<file path="src/rtl/disp_pkg.sv">
// -----------------------------------------------------------------------------
// disp_pkg
// Shared constants, types and helper functions for the seven-segment display
// scanner: digit count, active-low glyph encodings ({g,f,e,d,c,b,a}), the
// glyph-code enum, FSM state types and word-to-glyph conversion helpers.
// -----------------------------------------------------------------------------
package disp_pkg;

   localparam int          NUM_DIGITS = 8;
   localparam logic [31:0] DEC_MAX    = 32'd99_999_999;

   typedef logic [6:0]                  glyph_t;
   typedef glyph_t [NUM_DIGITS-1:0]     glyph_buf_t;

   // Active-low cathode patterns, bit order {g,f,e,d,c,b,a}.
   localparam glyph_t GLYPH_0     = 7'h40;
   localparam glyph_t GLYPH_1     = 7'h79;
   localparam glyph_t GLYPH_2     = 7'h24;
   localparam glyph_t GLYPH_3     = 7'h30;
   localparam glyph_t GLYPH_4     = 7'h19;
   localparam glyph_t GLYPH_5     = 7'h12;
   localparam glyph_t GLYPH_6     = 7'h02;
   localparam glyph_t GLYPH_7     = 7'h78;
   localparam glyph_t GLYPH_8     = 7'h00;
   localparam glyph_t GLYPH_9     = 7'h10;
   localparam glyph_t GLYPH_A     = 7'h08;
   localparam glyph_t GLYPH_B     = 7'h03;
   localparam glyph_t GLYPH_C     = 7'h46;
   localparam glyph_t GLYPH_D     = 7'h21;
   localparam glyph_t GLYPH_E     = 7'h06;
   localparam glyph_t GLYPH_F     = 7'h0E;
   localparam glyph_t GLYPH_R     = 7'h2F;
   localparam glyph_t GLYPH_DASH  = 7'h3F;
   localparam glyph_t GLYPH_BLANK = 7'h7F;

   localparam glyph_buf_t BLANK_GLYPHS = {NUM_DIGITS{GLYPH_BLANK}};
   localparam glyph_buf_t DASH_GLYPHS  = {NUM_DIGITS{GLYPH_DASH}};
   localparam glyph_buf_t ERR_GLYPHS   = {{(NUM_DIGITS-3){GLYPH_BLANK}},
                                          GLYPH_E, GLYPH_R, GLYPH_R};

   // Codes 0..15 coincide with the nibble value, so a nibble casts directly.
   typedef enum logic [4:0] {
      GC_0, GC_1, GC_2, GC_3, GC_4, GC_5, GC_6, GC_7,
      GC_8, GC_9, GC_A, GC_B, GC_C, GC_D, GC_E, GC_F,
      GC_R, GC_DASH, GC_BLANK
   } glyph_code_e;

   typedef enum logic [1:0] {
      BCD_IDLE,
      BCD_SHIFT,
      BCD_DONE
   } bcd_state_e;

   typedef enum logic [1:0] {
      FMT_IDLE,
      FMT_WAIT_BCD,
      FMT_READY
   } fmt_state_e;

   function automatic glyph_t code_glyph(input glyph_code_e code);
      case (code)
         GC_0:    return GLYPH_0;
         GC_1:    return GLYPH_1;
         GC_2:    return GLYPH_2;
         GC_3:    return GLYPH_3;
         GC_4:    return GLYPH_4;
         GC_5:    return GLYPH_5;
         GC_6:    return GLYPH_6;
         GC_7:    return GLYPH_7;
         GC_8:    return GLYPH_8;
         GC_9:    return GLYPH_9;
         GC_A:    return GLYPH_A;
         GC_B:    return GLYPH_B;
         GC_C:    return GLYPH_C;
         GC_D:    return GLYPH_D;
         GC_E:    return GLYPH_E;
         GC_F:    return GLYPH_F;
         GC_R:    return GLYPH_R;
         GC_DASH: return GLYPH_DASH;
         default: return GLYPH_BLANK;
      endcase
   endfunction

   function automatic glyph_t hex_to_glyph(input logic [3:0] nib);
      return code_glyph(glyph_code_e'({1'b0, nib}));
   endfunction

   // Eight hex nibbles, no blanking.
   function automatic glyph_buf_t hex_word_glyphs(input logic [31:0] word);
      glyph_buf_t g;
      for (int i = 0; i < NUM_DIGITS; i++) begin
         g[i] = hex_to_glyph(word[4*i +: 4]);
      end
      return g;
   endfunction

   // Packed BCD to glyphs with leading-zero blanking; digit 0 always shows.
   function automatic glyph_buf_t bcd_word_glyphs(input logic [31:0] bcd);
      glyph_buf_t g;
      logic       lead;
      lead = 1'b1;
      for (int i = NUM_DIGITS - 1; i >= 0; i--) begin
         if (bcd[4*i +: 4] != 4'd0 || i == 0) begin
            lead = 1'b0;
         end
         g[i] = lead ? GLYPH_BLANK : hex_to_glyph(bcd[4*i +: 4]);
      end
      return g;
   endfunction

endpackage

</file>
<file path="src/rtl/soc_disp_scan_if.sv">
// -----------------------------------------------------------------------------
// soc_disp_scan_if
// Bundle between the SoC general-purpose outputs and the display scanner.
//   value    : 32-bit word to display (gpO2)
//   disp_sel : 0 = hex, 1 = decimal (gpO1[4])
//   fact_err : 1 = show "Err" (gpO1[0])
//   an       : active-low anode enables, an[0] is the rightmost digit
//   seg      : active-low cathodes {g,f,e,d,c,b,a}
//   dp       : active-low decimal point
// master = SoC/board side, slave = display scanner.
// -----------------------------------------------------------------------------
interface soc_disp_scan_if;
   import disp_pkg::*;

   logic [31:0]           value;
   logic                  disp_sel;
   logic                  fact_err;
   logic [NUM_DIGITS-1:0] an;
   glyph_t                seg;
   logic                  dp;

   modport master (
      output value, disp_sel, fact_err,
      input  an, seg, dp
   );

   modport slave (
      input  value, disp_sel, fact_err,
      output an, seg, dp
   );

endinterface

</file>
<file path="src/rtl/bin2bcd_seq.sv">
// -----------------------------------------------------------------------------
// bin2bcd_seq
// Sequential 32-bit binary to 8-digit packed BCD converter (shift-add-3).
//   clk   : clock, rising edge
//   rst   : asynchronous active-low reset, aborts any conversion
//   start : begin converting bin (accepted only when idle)
//   bin   : binary input, sampled with start
//   busy  : conversion in progress
//   done  : one-cycle pulse, bcd/ovf valid from this cycle until next start
//   bcd   : 8 packed BCD digits, digit 0 in bcd[3:0]
//   ovf   : bin exceeded 99_999_999, bcd digits are not meaningful
// -----------------------------------------------------------------------------
module bin2bcd_seq
   import disp_pkg::*;
(
   input  logic        clk,
   input  logic        rst,
   input  logic        start,
   input  logic [31:0] bin,
   output logic        busy,
   output logic        done,
   output logic [31:0] bcd,
   output logic        ovf
);

   bcd_state_e  state_q;
   logic [31:0] bin_q;
   logic [31:0] bcd_q;
   logic [31:0] bcd_adj_d;
   logic [4:0]  cnt_q;
   logic        busy_q;
   logic        done_q;
   logic        ovf_q;

   // Add-3 correction applied to every digit before each shift.
   always_comb begin
      // NOTE: assign a default before the loop so no path leaves bcd_adj_d unassigned (no latch).
      bcd_adj_d = bcd_q;
      for (int i = 0; i < NUM_DIGITS; i++) begin
         if (bcd_q[4*i +: 4] >= 4'd5) begin
            bcd_adj_d[4*i +: 4] = bcd_q[4*i +: 4] + 4'd3;
         end
      end
   end

   // NOTE: state and datapath registers use non-blocking assignments so each
   // branch reads pre-edge values regardless of statement order.
   always_ff @(posedge clk or negedge rst) begin
      if (!rst) begin
         state_q <= BCD_IDLE;
         bin_q   <= '0;
         bcd_q   <= '0;
         cnt_q   <= '0;
         busy_q  <= 1'b0;
         done_q  <= 1'b0;
         ovf_q   <= 1'b0;
      end else begin
         done_q <= 1'b0;
         case (state_q)
            BCD_IDLE: begin
               if (start) begin
                  // The first three shifts can never produce a digit >= 5,
                  // so they are folded into the load; 29 shift cycles remain.
                  bcd_q   <= {29'd0, bin[31:29]};
                  bin_q   <= {bin[28:0], 3'd0};
                  cnt_q   <= 5'd3;
                  ovf_q   <= (bin > DEC_MAX);
                  busy_q  <= 1'b1;
                  state_q <= BCD_SHIFT;
               end
            end
            BCD_SHIFT: begin
               {bcd_q, bin_q} <= {bcd_adj_d, bin_q} << 1;
               cnt_q          <= cnt_q + 5'd1;
               if (cnt_q == 5'd31) begin
                  busy_q  <= 1'b0;
                  done_q  <= 1'b1;
                  state_q <= BCD_DONE;
               end
            end
            BCD_DONE: begin
               state_q <= BCD_IDLE;
            end
            default: begin
               state_q <= BCD_IDLE;
            end
         endcase
      end
   end

   assign busy = busy_q;
   assign done = done_q;
   assign bcd  = bcd_q;
   assign ovf  = ovf_q;

endmodule

</file>
<file path="src/rtl/soc_disp_scan.sv">
// -----------------------------------------------------------------------------
// soc_disp_scan
// Multiplexed 8-digit seven-segment driver. Inputs are sampled only at the
// frame boundary (last cycle of digit 7), formatted into a staged buffer and
// committed to the display buffer at the following boundary, so a frame never
// shows a mix of old and new digits.
//   clk : clock, rising edge
//   rst : asynchronous active-low reset
//   bus : slave side of soc_disp_scan_if (value/disp_sel/fact_err in,
//         an/seg/dp out, all outputs active-low and registered)
// Parameter REFRESH_DIV: clock cycles each digit is lit (REFRESH_DIV*8 >= 36).
// -----------------------------------------------------------------------------
module soc_disp_scan
   import disp_pkg::*;
#(
   parameter int REFRESH_DIV = 100000
) (
   input  logic            clk,
   input  logic            rst,
   soc_disp_scan_if.slave  bus
);

   localparam int                DIV_W    = (REFRESH_DIV > 1) ? $clog2(REFRESH_DIV) : 1;
   localparam int                IDX_W    = $clog2(NUM_DIGITS);
   localparam logic [DIV_W-1:0]  DIV_LAST = DIV_W'(REFRESH_DIV - 1);
   localparam logic [IDX_W-1:0]  IDX_LAST = IDX_W'(NUM_DIGITS - 1);

   // Scan counter
   logic [DIV_W-1:0]      div_q;
   logic [IDX_W-1:0]      idx_q;
   logic                  div_wrap;
   logic                  frame_end;

   // Shadows, buffers and formatter
   logic [31:0]           value_sh_q;
   logic                  sel_sh_q;
   logic                  err_sh_q;
   glyph_buf_t            staged_q;
   glyph_buf_t            disp_q;
   fmt_state_e            fmt_state_q;

   // Converter
   logic                  bcd_start;
   logic                  bcd_busy;
   logic                  bcd_done;
   logic [31:0]           bcd_val;
   logic                  bcd_ovf;

   // Output registers
   logic [NUM_DIGITS-1:0] an_q;
   glyph_t                seg_q;

   assign div_wrap  = (div_q == DIV_LAST);
   assign frame_end = div_wrap && (idx_q == IDX_LAST);

   // The converter samples the live inputs on the boundary edge, i.e. the
   // same values the shadows capture on that edge.
   assign bcd_start = frame_end && bus.disp_sel && !bus.fact_err && !bcd_busy;

   bin2bcd_seq u_bcd (
      .clk   (clk),
      .rst   (rst),
      .start (bcd_start),
      .bin   (bus.value),
      .busy  (bcd_busy),
      .done  (bcd_done),
      .bcd   (bcd_val),
      .ovf   (bcd_ovf)
   );

   always_ff @(posedge clk or negedge rst) begin
      if (!rst) begin
         div_q <= '0;
         idx_q <= '0;
      end else begin
         div_q <= div_wrap ? '0 : div_q + 1'b1;
         if (div_wrap) begin
            idx_q <= idx_q + 1'b1;
         end
      end
   end

   // Shadow capture and display commit happen together on the boundary edge;
   // the commit takes the staged content formatted during the previous frame.
   always_ff @(posedge clk or negedge rst) begin
      if (!rst) begin
         value_sh_q <= '0;
         sel_sh_q   <= 1'b0;
         err_sh_q   <= 1'b0;
         // NOTE: the glyph buffers are plain flops, not RAM, and must come out
         // of reset blank, so they are cleared in the reset branch.
         disp_q     <= BLANK_GLYPHS;
      end else if (frame_end) begin
         value_sh_q <= bus.value;
         sel_sh_q   <= bus.disp_sel;
         err_sh_q   <= bus.fact_err;
         disp_q     <= staged_q;
      end
   end

   // Formatter: a boundary always (re)starts formatting; hex and error
   // patterns are ready one cycle later, decimal waits for the converter.
   always_ff @(posedge clk or negedge rst) begin
      if (!rst) begin
         fmt_state_q <= FMT_IDLE;
         staged_q    <= BLANK_GLYPHS;
      end else if (frame_end) begin
         fmt_state_q <= FMT_WAIT_BCD;
      end else begin
         case (fmt_state_q)
            FMT_WAIT_BCD: begin
               if (err_sh_q) begin
                  staged_q    <= ERR_GLYPHS;
                  fmt_state_q <= FMT_READY;
               end else if (!sel_sh_q) begin
                  staged_q    <= hex_word_glyphs(value_sh_q);
                  fmt_state_q <= FMT_READY;
               end else if (bcd_done) begin
                  staged_q    <= bcd_ovf ? DASH_GLYPHS : bcd_word_glyphs(bcd_val);
                  fmt_state_q <= FMT_READY;
               end
            end
            FMT_IDLE,
            FMT_READY: begin
               fmt_state_q <= fmt_state_q;
            end
            default: begin
               fmt_state_q <= FMT_IDLE;
            end
         endcase
      end
   end

   // Outputs follow idx one cycle late; seg reads the buffer after the commit.
   always_ff @(posedge clk or negedge rst) begin
      if (!rst) begin
         an_q  <= '1;
         seg_q <= GLYPH_BLANK;
      end else begin
         an_q  <= ~(NUM_DIGITS'(1) << idx_q);
         seg_q <= disp_q[idx_q];
      end
   end

   assign bus.an  = an_q;
   assign bus.seg = seg_q;
   assign bus.dp  = 1'b1;

endmodule

</file>
<file path="src/flat_wrapper.sv">
// flat-port wrapper written by rule: the top's interface ports become plain ports
module soc_disp_scan_flat import disp_pkg::*;
#(
   parameter int REFRESH_DIV = 100000
)
  (clk, rst, bus_value, bus_disp_sel, bus_fact_err, bus_an, bus_seg, bus_dp);
  soc_disp_scan_if bus_i ();
  input  logic clk;
  input  logic rst;
  input wire logic [$bits(bus_i.value)-1:0] bus_value;
  input wire logic [$bits(bus_i.disp_sel)-1:0] bus_disp_sel;
  input wire logic [$bits(bus_i.fact_err)-1:0] bus_fact_err;
  output wire logic [$bits(bus_i.an)-1:0] bus_an;
  output wire logic [$bits(bus_i.seg)-1:0] bus_seg;
  output wire logic [$bits(bus_i.dp)-1:0] bus_dp;
  assign bus_i.value = bus_value;
  assign bus_i.disp_sel = bus_disp_sel;
  assign bus_i.fact_err = bus_fact_err;
  assign bus_an = bus_i.an;
  assign bus_seg = bus_i.seg;
  assign bus_dp = bus_i.dp;
  soc_disp_scan #(.REFRESH_DIV(REFRESH_DIV)) u_core (.clk(clk), .rst(rst), .bus(bus_i));
endmodule
</file>
<file path="config.mk">
export PLATFORM = sky130hd
export DESIGN_NAME = soc_disp_scan_flat
export DESIGN_NICKNAME = d
export VERILOG_FILES = /design/src/rtl/disp_pkg.sv /design/src/rtl/soc_disp_scan_if.sv /design/src/rtl/bin2bcd_seq.sv /design/src/rtl/soc_disp_scan.sv /design/src/flat_wrapper.sv
export SDC_FILE = /design/constraint.sdc
export NUM_CORES = 1
export LEC_CHECK = 0
export CAP_MARGIN = 20
export CORE_MARGIN = 5
export CORE_UTILIZATION = 55
export CTS_CLUSTER_DIAMETER = 100
export DETAILED_ROUTE_END_ITERATION = 6
export GPL_TIMING_DRIVEN = 1
export PLACE_DENSITY_LB_ADDON = 0.15
export SLEW_MARGIN = 20
export SYNTH_ARGS = -nofsm -noshare
export SYNTH_HDL_FRONTEND = slang
export SYNTH_SLANG_ARGS = --single-unit
</file>
<file path="constraint.sdc">
create_clock -name clk -period 3.1 [get_ports clk]
set_input_delay 0.93 -clock clk [delete_from_list [all_inputs] [get_ports clk]]
set_output_delay 0.93 -clock clk [all_outputs]
set_load 0.005 [all_outputs]
</file>
==> key figures <==
Pwr
  • Switching power: 1730 µW
  • Peak supply drop: 0.000491 V
  • Clock network fraction of total power: 0.473
  • Leakage power: 0.00755 µW
  • Share of total power in combinational logic: 0.065
  • Sw Share: 0.235
  • Part of the power in registers: 0.462
  • Power Internal: 5640 µW
  • PwrDens: 424 mW/mm²

Yosys
  • Main area contributors after synthesis: dfstp_2 22%, dfrtp_1 21%, ha_1 8.4%
  • Syn Nets: 1693
  • Mapped Cells: 1553
  • Cell accounting for the most synthesized area: dfstp_2
  • Area fraction of the dominant cell type after synthesis: 0.216
  • Yosys reg bits: 254
  • Most instantiated cells after synthesis: 160 x nor2_1, 127 x dfrtp_1, 127 x dfstp_2, 118 x nand2_1, 106 x a21oi_1
  • Main synth FF type: dfstp_2
  • Post-synthesis sequential area ratio: 0.421
  • Yosys cell types: 74
  • Post-synthesis async set-or-reset flop share: 1.00
  • Post-synth EDFFs: 0
  • Most instantiated library cell after synthesis: nor2_1
  • Post-synth design cell area: 0.0155 mm²
  • Avg Cell Area, Syn: 9.96 µm²
  • Yosys Warn Count: 0

Routing
  • Initial DRC Count: 961
  • WL per Instance: 18.6 µm
  • ANT nets after route: 0
  • Drc violations: 0
  • Drt first pass iters: 5
  • Total wire length: 36600 µm
  • Vias per inst: 5.88
  • Via count: 11500

Timing
  • RSZ-0062 raised after global routing: false
  • Min Tclk post-route: 2.66 ns
  • Finish-stage setup viols: 0
  • Worst setup margin: 0.436 ns
  • Max_slew headroom: 0.443
  • Setup TNS: 0 ns
  • Final Slew Violations: 0
  • Worst slew pin tran: 0.835 ns
  • Crit share post-route: 0.859
  • Final Hold Violating Endpoints: 0
  • Fmax: 375 MHz
  • Worst Skew: 0.0203 ns

Die
  • Area of the die: 0.0316 mm²
  • # IOs: 52
  • Chip height: 178 µm
  • Starting density of the core: 0.557
  • Core region area: 0.0278 mm²
  • Die W: 178 µm
  • Row Count: 61

Outcome
  • Status: finished clean

GRT
  • Vias in the first global route: 11000
  • Largest net degree at the start of global routing: 93
  • First-pass GRT wire length: 59900 µm
  • Grt total ovfl: 0
  • Initial antenna violation count: 0
  • All-Layer GR Usage: 0.235

Clock tree
  • H-tree Lvls: 1
  • Worst-path clk slew: 0.06 ns
  • Hold_buf cts: 0
  • Clk Tree Root Cell: clkbuf_16
  • Clock latency on the worst-skew pair: 0.56 ns
  • TritonCTS buffer count: 28
  • Clock Path Buffers: 3
  • CTS tree: built
  • Post-CTS Setup Repair Bufs: 0
  • CTS Sinks: 254
  • Resized Gates After CTS: 0

Placement
  • PortBufs: 50
  • Detailed placer's ending HPWL: 25800 µm
  • Final Wtd Congestion: 0.919
  • Pre-CTS setup slack: -0.0854 ns

Layout
  • N_diodes: 0
  • Area growth syn-to-layout: 12.3%
  • Layout cells sized above 1: 0.248
  • Nets@finish: 1704

Job
  • Maxcap violations: 0

Critical path
  • CP Capture Type: flip-flop
  • Worst EP arrival: 3.07 ns
  • CP startpoint kind: primary input
  • Crit-path max FO: 16
  • Crit Path Class: in -> reg
  • Crit path required time: 3.51 ns

Min path
  • Hold WC Path Type: in -> async
[sequential cells by signal, summed over array words and instances, names as in the netlist]
name / count
u_core.value_sh_q: 32
u_core.fmt_state_q: 2
u_core.sel_sh_q: 1
u_core.bus.an: 8
u_core.u_bcd.ovf: 1
u_core.idx_q: 3
u_core.u_bcd.done: 1
u_core.disp_q: 56
u_core.bus.seg: 7
u_core.u_bcd.bin_q: 29
u_core.staged_q: 56
u_core.u_bcd.bcd: 32
u_core.u_bcd.busy: 1
u_core.err_sh_q: 1
u_core.u_bcd.cnt_q: 5
u_core.u_bcd.state_q: 2
u_core.div_q: 17
[layer usage]
layer	wire length, µm	track usage
met2	16600	0.364
met5	0	0
met1	17400	0.360
met3	1850	0.0243
met4	787	0.0503
[layout by cell type, fill, tap and decap left out, drive strengths merged, types with 11 or more instances in the layout]
| cell type | n |
|---|---|
| buf | 41 |
| dfstp | 127 |
| xnor2 | 17 |
| inv | 72 |
| o21ai | 117 |
| ha | 104 |
| nand2b | 25 |
| nor2b | 20 |
| a211oi | 15 |
| clkdlybuf4s50 | 49 |
| clkbuf | 38 |
| nor2 | 160 |
| mux2 | 104 |
| xor2 | 11 |
| mux4 | 23 |
| a21oi | 106 |
| nand2 | 118 |
| a31oi | 19 |
| nand3 | 42 |
| nor3 | 11 |
| o22ai | 43 |
| mux2i | 30 |
| dfrtp | 127 |
[worst paths after layout]
| path | startpoint | end | slack [ns] | depth (start not counted) |
|---|---|---|---|---|
| max | bus_disp_sel | u_core.u_bcd.bcd[17]$_DFFE_PN0P_ | 0.44 | 7 |
| min | rst | u_core.div_q[13]$_DFF_PN0_ | 0.33 | 1 |
| max reg2reg | u_core.div_q[11]$_DFF_PN0_ | u_core.u_bcd.bcd[17]$_DFFE_PN0P_ | 0.57 | 6 |
| min reg2reg | u_core.staged_q[51]$_DFFE_PN1P_ | u_core.staged_q[51]$_DFFE_PN1P_ | 0.45 | 2 |
| max in group asynchronous | rst | u_core.staged_q[26]$_DFFE_PN1P_ | 1.97 | 2 |
| min in group clk | u_core.staged_q[51]$_DFFE_PN1P_ | u_core.staged_q[51]$_DFFE_PN1P_ | 0.45 | 2 |
[cell type report]
class                      count  area (µm²)
clock buffer                  38         769
clock inverter                14         211
fill                        2332       10400
inverter                      70         263
multi-input combinational   1120        8260
sequential                   254        6520
tap                          378         473
timing repair buffer          90         868
[worst max-delay path: stages]
cell and delay [ns]:
clkdlybuf4s50_1 0.46, nor4b_1 0.37, nand2_1 0.21, or4_2 0.66, buf_4 0.25, nand3_1 0.10, o21ai_1 0.09
[stage by stage]
| step | instances | power [µW] | area, µm² | utilization | hold slack, ns |
|---|---|---|---|---|---|
| after floorplan | 1553 | 3690 | 15500 | - | 0.433 |
| after global placement | 1912 | 3920 | 16400 | 0.590 | 0.446 |
| after detailed placement | 1912 | 3930 | 16400 | 0.590 | 0.446 |
| after CTS | 1964 | 7440 | 17400 | 0.625 | 0.325 |
| after global routing | 1964 | 7640 | 17400 | 0.625 | 0.359 |
| final | 1964 | 7370 | 17400 | 0.625 | 0.331 |
[kinds of logic (layout without fill, tap and decap cells)]
| kind of cell | after synthesis | after routing | synth area share |
|---|---|---|---|
| simple gates | 427 | 427 | 0.130 |
| mux | 157 | 157 | 0.129 |
| fa+ha+maj | 104 | 104 | 0.0842 |
| buf+inv | 179 | 212 | 0.0475 |
| compound gates | 403 | 403 | 0.172 |
| other cells | 1 | 1 | 0.000243 |
| xor+xnor | 28 | 28 | 0.0159 |
| flops | 254 | 254 | 0.421 |
[power groups by stage]
stage	logic (µW)	registers, µW	clock network, µW
4_1_cts	477	3400	3560
3_3_place_gp	469	3460	0
3_5_place_dp	474	3460	0
6_report	476	3400	3490
2_1_floorplan	267	3420	0
5_1_grt	528	3410	3700
Power figures use the tool's default switching activity.
